<file path="src/rtl/ocp_arb_pkg.sv">
// Shared encodings for the two-requester OCP arbiter: FSM states, OCP MCmd and SResp codes.
package ocp_arb_pkg;

    typedef enum logic [1:0] {
        ST_IDLE = 2'd0,
        ST_CMD  = 2'd1,
        ST_DATA = 2'd2,
        ST_RESP = 2'd3
    } arb_state_t;

    localparam logic [2:0] MCMD_IDLE = 3'b000;
    localparam logic [2:0] MCMD_WR   = 3'b001;
    localparam logic [2:0] MCMD_RD   = 3'b010;

    localparam logic [1:0] SRESP_NULL = 2'b00;
    localparam logic [1:0] SRESP_DVA  = 2'b01;
    localparam logic [1:0] SRESP_FAIL = 2'b10;
    localparam logic [1:0] SRESP_ERR  = 2'b11;

endpackage

</file>
<file path="src/rtl/rr_arb2.sv">
// Two-way round-robin pick; the pointer moves to the loser when a transaction completes.
module rr_arb2 (
    input  logic       clk,
    input  logic       rst,
    input  logic [1:0] req,
    input  logic       done,
    input  logic       done_idx,
    output logic       pick
);

    logic ptr;

    // A lone requester wins outright; the pointer only breaks ties.
    always_comb begin
        pick = 1'b0;
        if (req == 2'b11) begin
            pick = ptr;
        end else if (req[1]) begin
            pick = 1'b1;
        end
    end

    always_ff @(posedge clk) begin
        if (rst) begin
            ptr <= 1'b0;
        end else if (done) begin
            ptr <= ~done_idx;
        end
    end

endmodule

</file>
<file path="src/rtl/ocp_req_arbiter.sv">
// Arbitrates two request ports onto one OCP master, one transaction at a time.
// Define OCP_ARB_TIMEOUT_EN to add a response watchdog that errors out after TIMEOUT RESP cycles.
module ocp_req_arbiter
    import ocp_arb_pkg::*;
#(
    parameter int AW      = 32,
    parameter int DW      = 32,
    parameter int TIMEOUT = 255
) (
    input  logic                clk,
    input  logic                rst,
    input  logic [1:0]          req_valid,
    input  logic [1:0]          req_write,
    input  logic [1:0][AW-1:0]  req_addr,
    input  logic [1:0][3:0]     req_id,
    input  logic [1:0][DW-1:0]  req_wdata,
    output logic [1:0]          req_ready,
    output logic [1:0]          rsp_valid,
    output logic [DW-1:0]       rsp_data,
    output logic [3:0]          rsp_id,
    output logic                rsp_err,
    output logic [2:0]          MCmd,
    output logic [AW-1:0]       MAddr,
    output logic [2:0]          MTagID,
    output logic [DW-1:0]       MData,
    output logic                MDataValid,
    output logic                MRespAccept,
    input  logic                SCmdAccept,
    input  logic                SDataAccept,
    input  logic [1:0]          SResp,
    input  logic [DW-1:0]       SData
);

    if (TIMEOUT < 1) begin : g_bad_timeout
        $error("ocp_req_arbiter: TIMEOUT must be at least 1");
    end

    arb_state_t state;
    logic       grant;
    logic       cur_write;
    logic [3:0] cur_id;
    logic       data_seen;
    logic       pick;
    logic       resp_timeout;
    logic       resp_fire;

`ifdef OCP_ARB_TIMEOUT_EN
    localparam int CW = $clog2(TIMEOUT + 1);
    logic [CW-1:0] tmo_cnt;

    // Counter sits at zero outside RESP, so it is cleared on every RESP entry.
    always_ff @(posedge clk) begin
        if (rst || state != ST_RESP) begin
            tmo_cnt <= '0;
        end else begin
            tmo_cnt <= tmo_cnt + 1'b1;
        end
    end

    assign resp_timeout = (tmo_cnt == CW'(TIMEOUT - 1));
`else
    assign resp_timeout = 1'b0;
`endif

    assign resp_fire = (state == ST_RESP) && ((SResp != SRESP_NULL) || resp_timeout);

    rr_arb2 u_rr_arb2 (
        .clk      (clk),
        .rst      (rst),
        .req      (req_valid),
        .done     (resp_fire),
        .done_idx (grant),
        .pick     (pick)
    );

    always_ff @(posedge clk) begin
        req_ready <= '0;
        rsp_valid <= '0;
        rsp_data  <= '0;
        rsp_id    <= '0;
        rsp_err   <= 1'b0;
        if (rst) begin
            state       <= ST_IDLE;
            grant       <= 1'b0;
            cur_write   <= 1'b0;
            cur_id      <= '0;
            data_seen   <= 1'b0;
            MCmd        <= MCMD_IDLE;
            MAddr       <= '0;
            MTagID      <= '0;
            MData       <= '0;
            MDataValid  <= 1'b0;
            MRespAccept <= 1'b0;
        end else begin
            case (state)
                ST_IDLE: begin
                    if (|req_valid) begin
                        grant      <= pick;
                        cur_write  <= req_write[pick];
                        cur_id     <= req_id[pick];
                        data_seen  <= 1'b0;
                        MCmd       <= req_write[pick] ? MCMD_WR : MCMD_RD;
                        MAddr      <= req_addr[pick];
                        MTagID     <= {2'b00, pick};
                        MDataValid <= req_write[pick];
                        MData      <= req_write[pick] ? req_wdata[pick] : '0;
                        state      <= ST_CMD;
                    end
                end
                ST_CMD: begin
                    // Early data acceptance is remembered so the write can skip DATA.
                    if (cur_write && SDataAccept) begin
                        data_seen <= 1'b1;
                    end
                    if (SCmdAccept) begin
                        req_ready[grant] <= 1'b1;
                        MCmd             <= MCMD_IDLE;
                        MAddr            <= '0;
                        MTagID           <= '0;
                        if (!cur_write || SDataAccept || data_seen) begin
                            MDataValid  <= 1'b0;
                            MData       <= '0;
                            MRespAccept <= 1'b1;
                            state       <= ST_RESP;
                        end else begin
                            state <= ST_DATA;
                        end
                    end
                end
                ST_DATA: begin
                    if (SDataAccept) begin
                        MDataValid  <= 1'b0;
                        MData       <= '0;
                        MRespAccept <= 1'b1;
                        state       <= ST_RESP;
                    end
                end
                ST_RESP: begin
                    if (resp_fire) begin
                        rsp_valid[grant] <= 1'b1;
                        rsp_id           <= cur_id;
                        if (SResp != SRESP_NULL) begin
                            rsp_data <= cur_write ? '0 : SData;
                            rsp_err  <= (SResp == SRESP_FAIL) || (SResp == SRESP_ERR);
                        end else begin
                            rsp_err <= 1'b1;
                        end
                        MRespAccept <= 1'b0;
                        state       <= ST_IDLE;
                    end
                end
                default: state <= ST_IDLE;
            endcase
        end
    end

endmodule

</file>
<file path="config.mk">
export PLATFORM = sky130hd
export DESIGN_NAME = ocp_req_arbiter
export DESIGN_NICKNAME = d
export VERILOG_FILES = /design/src/rtl/ocp_arb_pkg.sv /design/src/rtl/rr_arb2.sv /design/src/rtl/ocp_req_arbiter.sv
export SDC_FILE = /design/constraint.sdc
export NUM_CORES = 1
export LEC_CHECK = 0
export BUFFER_PORTS_ARGS = -buffer_cell sky130_fd_sc_hd__buf_2
export CORE_AREA = 2 2 113 115
export DETAILED_ROUTE_END_ITERATION = 12
export DIE_AREA = 0 0 115 117
export PLACE_DENSITY = 0.77
export SETUP_SLACK_MARGIN = 0.3
export SYNTH_ARGS = -nofsm -noshare
export SYNTH_HDL_FRONTEND = slang
export SYNTH_SLANG_ARGS = --single-unit
</file>
<file path="constraint.sdc">
create_clock -name clk -period 4.45 [get_ports clk]
set_clock_uncertainty 0.1 [all_clocks]
set_input_delay 0.6675 -clock clk [delete_from_list [all_inputs] [get_ports clk]]
set_output_delay 0.6675 -clock clk [all_outputs]
set_load 0.01 [all_outputs]
</file>
==> results.md, run 1 <==
* Result of the run: finished, final reports clean
* Critical-path maximum fanout at 21
* Max-cap violations at 0
* Most area-hungry cell type in the Yosys netlist: dfxtp_1
* Height of the die at 117 µm
* Total routed wirelength at 14.1 mm
* Setup-failing EPs final at 0
* Non-filler cells in the finished layout at 947
* Syn. warnings at 0
* Commonest cells in the synthesized netlist: 120 x dfxtp_1, 41 x nand2_1, 37 x and2_1, 36 x a21oi_1, 34 x o21ai_0
* Growth of design area from synthesis to finish at 40.1%
* Post-DR vias/cell at 5.06
* Largest cells by area after synthesis: dfxtp_1 48%, mux2_2 7.2%, a32o_1 6.6%
* Setup Buffers After CTS at 0
* Die Outline Area at 13500 µm²
* Count of mapped cells out of synthesis at 518
* Crit. End Element: register
* Number of synthesized flops with an enable pin at 0
* First-pass GRT wire length at 21.2 mm
* Total count of hold-check failures in the final report at 0
* Synthesis-stage register bit count at 120
* Kind of start point of the critical path: register
* Worst setup path category: register to register
* Number of buffers created by CTS at 17
* Vias in the first global route at 4394
* Total power after layout at 3970 µW
* Final Max Tran Viols at 0
* Count of unique library cells instantiated by Yosys at 46
* Number of cells after detailed placement at 914
* Critical Path RT at 4.70 ns
* Largest net degree at the start of global routing at 65
* Transition time of the tightest slew-check pin at 0.743 ns
* Library cell used as clock root buffer: clkbuf_16
* Number of filler instances in the final layout at 1131
* Fraction of layout cells with a size suffix above 1 at 0.461
* Leakage power at 0.00347 µW
* Number of rows created at floorplan at 41
* Worst endpoint data arrival time at 3.02 ns
* Worst slew margin at 0.501
* Period utilization at 0.624
* Area post-placement at 6450 µm²
* Number of iterations in the first detailed-routing pass at 4
* Number of gates given a new drive strength after cts at 0
* Overall Global Routing Usage at 0.203
* Core Footprint at 12300 µm²
* Mean post-synth cell area at 9.72 µm²
* DR WL/cell at 14.9 µm
* Area share of the leading cell type in the synthesized netlist at 0.477
* Count of buffers inserted at the top-level ports at 287
* Floorplan die width at 115 µm
* Area of all placed cells without fillers at 7060 µm²
* Setup TNS after final layout at 0 ns
* Remaining global-route overflow at 0
* Combined area of the multi-input logic cells at 2350 µm²
* Maximum vdd ir drop at 0.261 mV
* Total vias in the final route at 4795
* TritonCTS clock tree: built
* Total clock sinks at 120
* Post-detail-place hpwl at 9.98 mm
* Routability-driven placement congestion ratio at 0.831
* Portion of the post-synthesis area used by sequential elements at 0.477
* Clk pin slew, worst setup/hold paths at 0.05 ns
* Count of antenna-violating nets left after detailed routing at 0
* DRC violation count after routing at 0
* Clk buf depth at 2
* Highest clock rate at 360 MHz
* Number of antenna violations at the first check in global routing at 2
* Most instantiated library cell after synthesis: dfxtp_1
* Power per cell area at 563 nW/µm²
* Share of synthesized flip-flops with an asynchronous set or reset at 0
* Area taken by flip-flops and latches at 2400 µm²
* Clock latency of the later-clocked register in the worst-skew pair at 0.41 ns
* Post-synthesis instance area at 5040 µm²
* Starting Density at 0.409
* Hold/Removal Path Class: register to register
* Setup repair after global routing missed its margin: no
* Ports at 291
* CTS H-tree lvls at 4
* First-iteration detailed-routing DRC count at 261
* Commonest register cell after synthesis: dfxtp_1
* Hold Buf Count CTS at 0
* Final net count at 965
* Period minus WS final at 2.78 ns
[sequential cells by signal, summed over array words and instances (netlist names), 4 cells and up]
register / count
cur_id: 4
MAddr: 32
rsp_data: 32
rsp_id: 4
MData: 32
[critical path, cell delays in order (launching register included)]
cell and delay, ns:
dfxtp_1 0.41, inv_1 0.09, ha_1 0.29, nor4bb_1 0.16
or3_4 0.42, nor4_4 0.65, buf_4 0.38, a32o_1 0.21
[power breakdown]
part / internal, µW / switching [µW]
Sequential: 1270 / 96.1
Combinational: 481 / 733
Clock: 907 / 484
Total: 2660 / 1310
[kinds of logic after synthesis]
| kind of cell | count (synthesis) | synth area share |
|---|---|---|
| and+or+nand+nor | 156 | 0.172 |
| muxes | 33 | 0.0735 |
| other | 1 | 0.000744 |
| buffers and inverters | 54 | 0.0599 |
| DFF | 120 | 0.477 |
| adders and majority gates | 4 | 0.00994 |
| AOI/OAI and AO/OA | 150 | 0.207 |
[placed cells by master (no fill, tap or decap), types with 5 or more instances in the layout]
master / netlist / routed
buf_4: 4 / 9
nand2_1: 41 / 41
nor2_1: 15 / 14
and3_1: 33 / 33
a21boi_0: 32 / 32
clkbuf_16: 0 / 17
o21ai_0: 34 / 34
a32o_1: 33 / 33
mux2_2: 32 / 32
nor3_1: 5 / 5
and2_1: 37 / 37
buf_2: 10 / 287
dfxtp_1: 120 / 120
a21oi_1: 36 / 36
a311oi_1: 5 / 5
[cell type report]
| cell class | instances | share of cell area |
|---|---|---|
| Clock buffer | 20 | 0.0647 |
| Inverter | 2 | 0.00106 |
| Tap cell | 150 | 0.0266 |
| Timing Repair Buffer | 296 | 0.213 |
| Clock inverter | 12 | 0.0213 |
| Multi-Input combinational cell | 346 | 0.332 |
| Sequential cell | 120 | 0.340 |
| Antenna cell | 1 | 0.000355 |
[per-layer routing]
metal  GRT usage  share of wire  up-vias
li1            -              -     2373
met1       0.243           0.42     2216
met2       0.328           0.48      180
met3      0.0654          0.069       26
met4       0.101          0.024        0
met5           0              0        -
[metrics by stage]
stage,hold WS (ns),utilization,worst slack [ns]
global route,0.333,0.573,1.48
finish,0.346,0.573,1.67
CTS,0.340,0.573,1.68
global placement,0.336,0.524,1.68
detailed placement,0.341,0.524,1.66
floorplan,0.331,-,2.24
[final timing paths]
path                                              from                     end  slack [ns]  depth (start not counted)
worst min register to register  MAddr[27]$_SDFFE_PP0P_  MAddr[27]$_SDFFE_PP0P_        0.35                          2
worst max register to register   state[1]$_SDFFE_PP0P_  MData[23]$_SDFFE_PP0P_        1.67                          7
worst min-delay path            MAddr[27]$_SDFFE_PP0P_  MAddr[27]$_SDFFE_PP0P_        0.35                          2
worst max-delay path             state[1]$_SDFFE_PP0P_  MData[23]$_SDFFE_PP0P_        1.67                          7
Note: power is estimated with default switching activity, not from simulation.
==> inputs of run 2 (changes only) <==
--- a/config.mk
+++ b/config.mk
@@ -6,10 +6,11 @@
 export NUM_CORES = 1
 export LEC_CHECK = 0
 export BUFFER_PORTS_ARGS = -buffer_cell sky130_fd_sc_hd__buf_2
-export CORE_AREA = 2 2 113 115
+export CORE_ASPECT_RATIO = 0.9
+export CORE_MARGIN = 2
+export CORE_UTILIZATION = 40
 export DETAILED_ROUTE_END_ITERATION = 12
-export DIE_AREA = 0 0 115 117
-export PLACE_DENSITY = 0.77
+export PLACE_DENSITY = 0.78
 export SETUP_SLACK_MARGIN = 0.3
 export SYNTH_ARGS = -nofsm -noshare
 export SYNTH_HDL_FRONTEND = slang
==> constraint.sdc (replaced) <==
create_clock -name clk -period 2.52 [get_ports clk]
set_clock_uncertainty 0.1 [all_clocks]
set_input_delay 0.378 -clock clk [delete_from_list [all_inputs] [get_ports clk]]
set_output_delay 0.378 -clock clk [all_outputs]
set_load 0.01 [all_outputs]
==> run 2 against run 1 <==
Total power rose by 74%. Largest cell class unchanged. Highest routed layer unchanged. Cell area is 0.34% higher. Critical endpoint is now MData[11]$_SDFFE_PP0P_. Register-to-register slack worse by 1.2 ns. Critical path type unchanged. Clock power is 65% higher.
==> results.md, run 2 (synthesis results as in run 1) <==
* Remaining global-route overflow at 0
* Number of filler instances in the final layout at 1104
* Power per cell area at 976 nW/µm²
* TritonCTS clock tree: built
* Worst slew margin at 0.642
* Die Outline Area at 13500 µm²
* Core Footprint at 12200 µm²
* Height of the die at 110 µm
* Area taken by flip-flops and latches at 2400 µm²
* Non-filler cells in the finished layout at 960
* Fraction of layout cells with a size suffix above 1 at 0.465
* Count of antenna-violating nets left after detailed routing at 0
* Period minus WS final at 2.10 ns
* Growth of design area from synthesis to finish at 40.6%
* Largest net degree at the start of global routing at 70
* Ports at 291
* Final net count at 969
* Leading cell type in the layout, fill and taps excluded: buf_2
* Number of buffers created by CTS at 17
* Setup TNS after final layout at 0 ns
* DR WL/cell at 14.7 µm
* Worst endpoint data arrival time at 2.28 ns
* Most used cells in the layout excluding fill and tap cells: 287 x buf_2, 120 x dfxtp_1, 41 x nand2_1, 37 x and2_1, 36 x a21oi_1
* Area post-placement at 6500 µm²
* First-pass GRT wire length at 21.9 mm
* Leading registers by flop count: MAddr: 32 flops, MData: 32 flops, rsp_data: 32 flops
* DRC violation count after routing at 0
* Total routed wirelength at 14.1 mm
* Clock latency of the later-clocked register in the worst-skew pair at 0.40 ns
* Register-to-Register Setup Slack at 0.42 ns
* Maximum vdd ir drop at 0.485 mV
* Post-detail-place hpwl at 10.1 mm
* Result of the run: finished, final reports clean
* Total count of hold-check failures in the final report at 0
* Kind of start point of the critical path: register
* Antenna cells at 0
* Final Max Tran Viols at 0
* Number of antenna violations at the first check in global routing at 0
* Clk pin slew, worst setup/hold paths at 0.06 ns
* Count of buffers inserted at the top-level ports at 287
* Setup repair after global routing missed its margin: no
* Period utilization at 0.832
* Library cell used as clock root buffer: clkbuf_16
* Area of all placed cells without fillers at 7080 µm²
* Number of cells after detailed placement at 928
* Setup-failing EPs final at 0
* Transition time of the tightest slew-check pin at 0.538 ns
* Worst Hold End: rsp_data[4]$_SDFF_PP0_
* Worst r2r dst: MData[11]$_SDFFE_PP0P_
* Start point of the worst min-delay path: SData[4]
* Starting Density at 0.414
* Critical Path RT at 2.71 ns
* Total clock sinks at 120
* Number of iterations in the first detailed-routing pass at 7
* Hold/Removal Path Class: primary input to register
* Post-DR vias/cell at 5.03
* CTS H-tree lvls at 4
* Critical-path maximum fanout at 33
* Leakage power at 0.00348 µW
* Number of rows created at floorplan at 38
* Floorplan die width at 122 µm
* Worst reg-to-reg path cell count at 7
* Vias in the first global route at 4464
* Max-cap violations at 0
* Routability-driven placement congestion ratio at 0.803
* Setup Buffers After CTS at 0
* Number of stages on the worst hold path at 2
* Overall Global Routing Usage at 0.205
* Total vias in the final route at 4827
* Crit. End Element: register
* Hold Buf Count CTS at 0
* Highest clock rate at 477 MHz
* Clk buf depth at 2
* Worst reg2reg path startpoint: state[1]$_SDFFE_PP0P_
* Worst setup path category: register to register
* First-iteration detailed-routing DRC count at 238
* Combined area of the multi-input logic cells at 2350 µm²
[run 2: changes by cell type in the layout (fill, tap and decap cells not counted), moves of 2 or more]
cell / before / now
inv_6: 0 / 5
clkinv_2: 4 / 1
buf_4: 9 / 11
bufinv_16: 3 / 1
clkbuf_8: 2 / 0
[run 2: layer usage]
metal	vias to the layer above	routed length, µm	global-route usage
li1	2391	-	-
met1	2221	5740	0.234
met2	200	7040	0.355
met3	15	1150	0.0687
met4	0	212	0.0674
met5	-	0	0
[run 2: worst max-delay path by stage]
stage / cells past startpoint / slack (ns) / to / start
global placement: 7 / 0.35 / MData[8]$_SDFFE_PP0P_ / state[1]$_SDFFE_PP0P_
finish: 7 / 0.42 / MData[11]$_SDFFE_PP0P_ / state[1]$_SDFFE_PP0P_
global route: 7 / 0.33 / MAddr[30]$_SDFFE_PP0P_ / state[0]$_SDFFE_PP0P_
floorplan: 9 / 0.40 / MDataValid$_SDFFE_PP0P_ / state[1]$_SDFFE_PP0P_
CTS: 7 / 0.36 / MData[11]$_SDFFE_PP0P_ / state[1]$_SDFFE_PP0P_
detailed placement: 7 / 0.29 / MData[11]$_SDFFE_PP0P_ / state[1]$_SDFFE_PP0P_
[run 2: cell type report]
type                            instances  area share
Clock buffer                           18      0.0606
Multi-Input combinational cell        346       0.332
Timing Repair Buffer                  300       0.219
Clock inverter                         14      0.0196
Tap cell                              160      0.0283
Inverter                                2     0.00106
Sequential cell                       120       0.339
[run 2: repair_timing]
item                                    4_1_cts  5_1_grt
pin swaps                                     1        0
endpoints found under the hold margin         0        0
endpoints found under the setup margin        4       18
resized for setup                             2        1
[run 2: critical path: stages, from the launching register on]
cell and delay [ns]:
dfxtp_1 0.38, inv_1 0.09, ha_2 0.23, nor4bb_1 0.14, or3_4 0.42, o21ba_1 0.20
buf_6 0.19, a32o_1 0.23
[run 2: stage by stage]
step           worst slack, ns  utilization  hold WS [ns]  total power, µW
6_report                 0.424        0.582        0.0711             6910
3_3_place_gp             0.353        0.534         0.336             4600
3_5_place_dp             0.293        0.534         0.340             4630
2_1_floorplan            0.402            -         0.331             3960
5_1_grt                  0.330        0.582        0.0458             7340
4_1_cts                  0.365        0.581        0.0527             6970
[run 2: power breakdown]
group          switching (µW)  internal, µW  total, µW
combinational            1300           911       2210
clock                     921          1380       2300
sequential                165          2240       2400
total                    2380          4530       6910
==> inputs of run 3 (changes only) <==
==> constraint.sdc (replaced) <==
create_clock -name clk -period 1.8 [get_ports clk]
set_clock_uncertainty 0.1 [all_clocks]
set_input_delay 0.27 -clock clk [delete_from_list [all_inputs] [get_ports clk]]
set_output_delay 0.27 -clock clk [all_outputs]
set_load 0.01 [all_outputs]
==> run 3 against run 2 <==
The flow now finishes with violations (setup timing). Wire length rose by 22%. Fmax rose by 5.2%. Die area unchanged. Combinational power increased by 140%. Critical endpoint is now MData[15]$_SDFFE_PP0P_. Largest cell class is now multi-input gates. Largest power group is now combinational logic. Highest routed layer unchanged.
==> results.md, run 3 (synthesis results as in run 1) <==
* Non-filler cells in the finished layout at 1030
* Total vias in the final route at 5256
* Growth of design area from synthesis to finish at 64.6%
* DR WL/cell at 16.7 µm
* Number of rows created at floorplan at 38
* DRC violation count after routing at 0
* Share of total power in the clock network at 0.277
* Worst Hold End: cur_id[3]$_SDFFE_PP0P_
* Count of antenna-violating nets left after detailed routing at 0
* Height of the die at 110 µm
* Number of iterations in the first detailed-routing pass at 4
* Number of cells after detailed placement at 943
* Combinational Power Share at 0.437
* Highest clock rate at 502 MHz
* Area of all placed cells without fillers at 8290 µm²
* Leading cell type in the layout, fill and taps excluded: buf_2
* Core Footprint at 12200 µm²
* Setup crit start: state[1]$_SDFFE_PP0P_
* Floorplan die width at 122 µm
* Setup WS post-layout at -0.192 ns
* Start point of the worst min-delay path: req_id[3]
* Switching power at 4280 µW
* TritonCTS clock tree: built
* Maximum vdd ir drop at 0.866 mV
* Crit. End Element: register
* Fraction of layout cells with a size suffix above 1 at 0.531
* Violated checks: setup timing
* Worst endpoint data arrival time at 2.18 ns
* Seq pwr share at 0.285
* Leakage power at 0.00404 µW
* Register-to-Register Setup Slack at -0.19 ns
* Max-cap violations at 0
* Period minus WS final at 1.99 ns
* Number of filler instances in the final layout at 923
* Setup-failing EPs final at 71
* Proportion of total power due to net switching at 0.352
* Final net count at 1039
* Largest net degree at the start of global routing at 50
* Starting Density at 0.414
* Period utilization at 1.11
* Number of stages on the worst hold path at 3
* Routability-driven placement congestion ratio at 0.834
* Worst reg2reg path startpoint: state[1]$_SDFFE_PP0P_
* Leading registers by flop count: MAddr: 32 flops, MData: 32 flops, rsp_data: 32 flops
* Area post-placement at 6720 µm²
* Setup repair after global routing missed its margin: yes
* Worst r2r dst: MData[15]$_SDFFE_PP0P_
* Hold/Removal Path Class: primary input to register
* Number of antenna violations at the first check in global routing at 0
* CTS H-tree lvls at 4
* Total count of hold-check failures in the final report at 0
* Cell-internal power at 7860 µW
* First-iteration detailed-routing DRC count at 201
* Ports at 291
* Kind of start point of the critical path: register
* Antenna cells at 0
* Overall Global Routing Usage at 0.236
* Critical Path RT at 1.99 ns
* Clk buf depth at 2
* Die Outline Area at 13500 µm²
* Most used cells in the layout excluding fill and tap cells: 287 x buf_2, 118 x dfxtp_1, 36 x and2_1, 34 x o21ai_0
* Worst reg-to-reg path cell count at 8
* Post-DR vias/cell at 5.10
* Clk pin slew, worst setup/hold paths at 0.06 ns
* Clock latency of the later-clocked register in the worst-skew pair at 0.41 ns
* Library cell used as clock root buffer: clkbuf_16
* Remaining global-route overflow at 0
* Total clock sinks at 120
* Count of buffers inserted at the top-level ports at 287
* Result of the run: complete, but fails checks
* Power per cell area at 1460 nW/µm²
* First-pass GRT wire length at 25.3 mm
* Final Max Tran Viols at 0
* Critical-path maximum fanout at 8
* Post-detail-place hpwl at 10.3 mm
* Total routed wirelength at 17.2 mm
* Worst setup path category: register to register
* Number of buffers created by CTS at 17
* Vias in the first global route at 5132
run 3: power groups by stage:
stage          Combinational, µW  Sequential [µW]  Clock (µW)
2_1_floorplan               2170             3610           0
3_3_place_gp                3370             3430           0
3_5_place_dp                3410             3440           0
5_1_grt                     5660             3520        3540
6_report                    5310             3460        3370
4_1_cts                     4050             3400        3410
run 3: metal layers:
| metal | global-route usage | up-vias | wire, µm |
|---|---|---|---|
| met3 | 0.0620 | 29 | 1220 |
| met5 | 0 | - | 0 |
| met2 | 0.416 | 216 | 8410 |
| met1 | 0.271 | 2459 | 7180 |
| met4 | 0.0866 | 0 | 385 |
| li1 | - | 2552 | - |
run 3: stage by stage:
stage	setup slack (ns)	TNS, ns	power [µW]	hold WS (ns)	util
detailed placement	-0.207	-6.66	6840	0.340	0.552
floorplan	-0.210	-6.81	5780	0.292	-
global route	-0.248	-11.41	12700	0.0195	0.681
global placement	-0.164	-5.15	6800	0.335	0.552
CTS	-0.196	-5.81	10900	0.0103	0.646
finish	-0.192	-7.33	12100	0.0239	0.681
run 3: how the worst max path moves through the flow:
stage	to	slack, ns	cells past startpoint
6_report	MData[15]$_SDFFE_PP0P_	-0.19	8
5_1_grt	MData[0]$_SDFFE_PP0P_	-0.25	9
4_1_cts	MData[1]$_SDFFE_PP0P_	-0.20	8
3_5_place_dp	MData[12]$_SDFFE_PP0P_	-0.21	6
3_3_place_gp	MData[16]$_SDFFE_PP0P_	-0.16	6
2_1_floorplan	MDataValid$_SDFFE_PP0P_	-0.21	9
run 3: critical path: stages (launching register included):
cell,delay (ns)
dfxtp_4,0.36
inv_4,0.07
ha_4,0.15
nor4bb_1,0.35
or3_4,0.23
nor4_4,0.04
buf_6,0.16
clkbuf_16,0.16
a32o_1,0.25
run 3: what timing repair did:
action | in CTS | in global routing
endpoints found under the hold margin | 32 | 0
buffers inserted | 4 | 5
setup endpoints to repair | 108 | 114
gates cloned | 6 | 8
hold buffers | 32 | 0
resized for setup | 22 | 63
pin swaps | 4 | 14
run 3: area by class of cell:
type | instances | area, µm² | area share
flip-flops and latches | 120 | 2410 | 0.291
repair buffers | 367 | 2380 | 0.287
multi-input cells | 349 | 2700 | 0.326
inverters | 2 | 15.0 | 0.00181
well taps | 160 | 200 | 0.0242
clock buffers | 20 | 447 | 0.0539
clock inverters | 12 | 141 | 0.0171
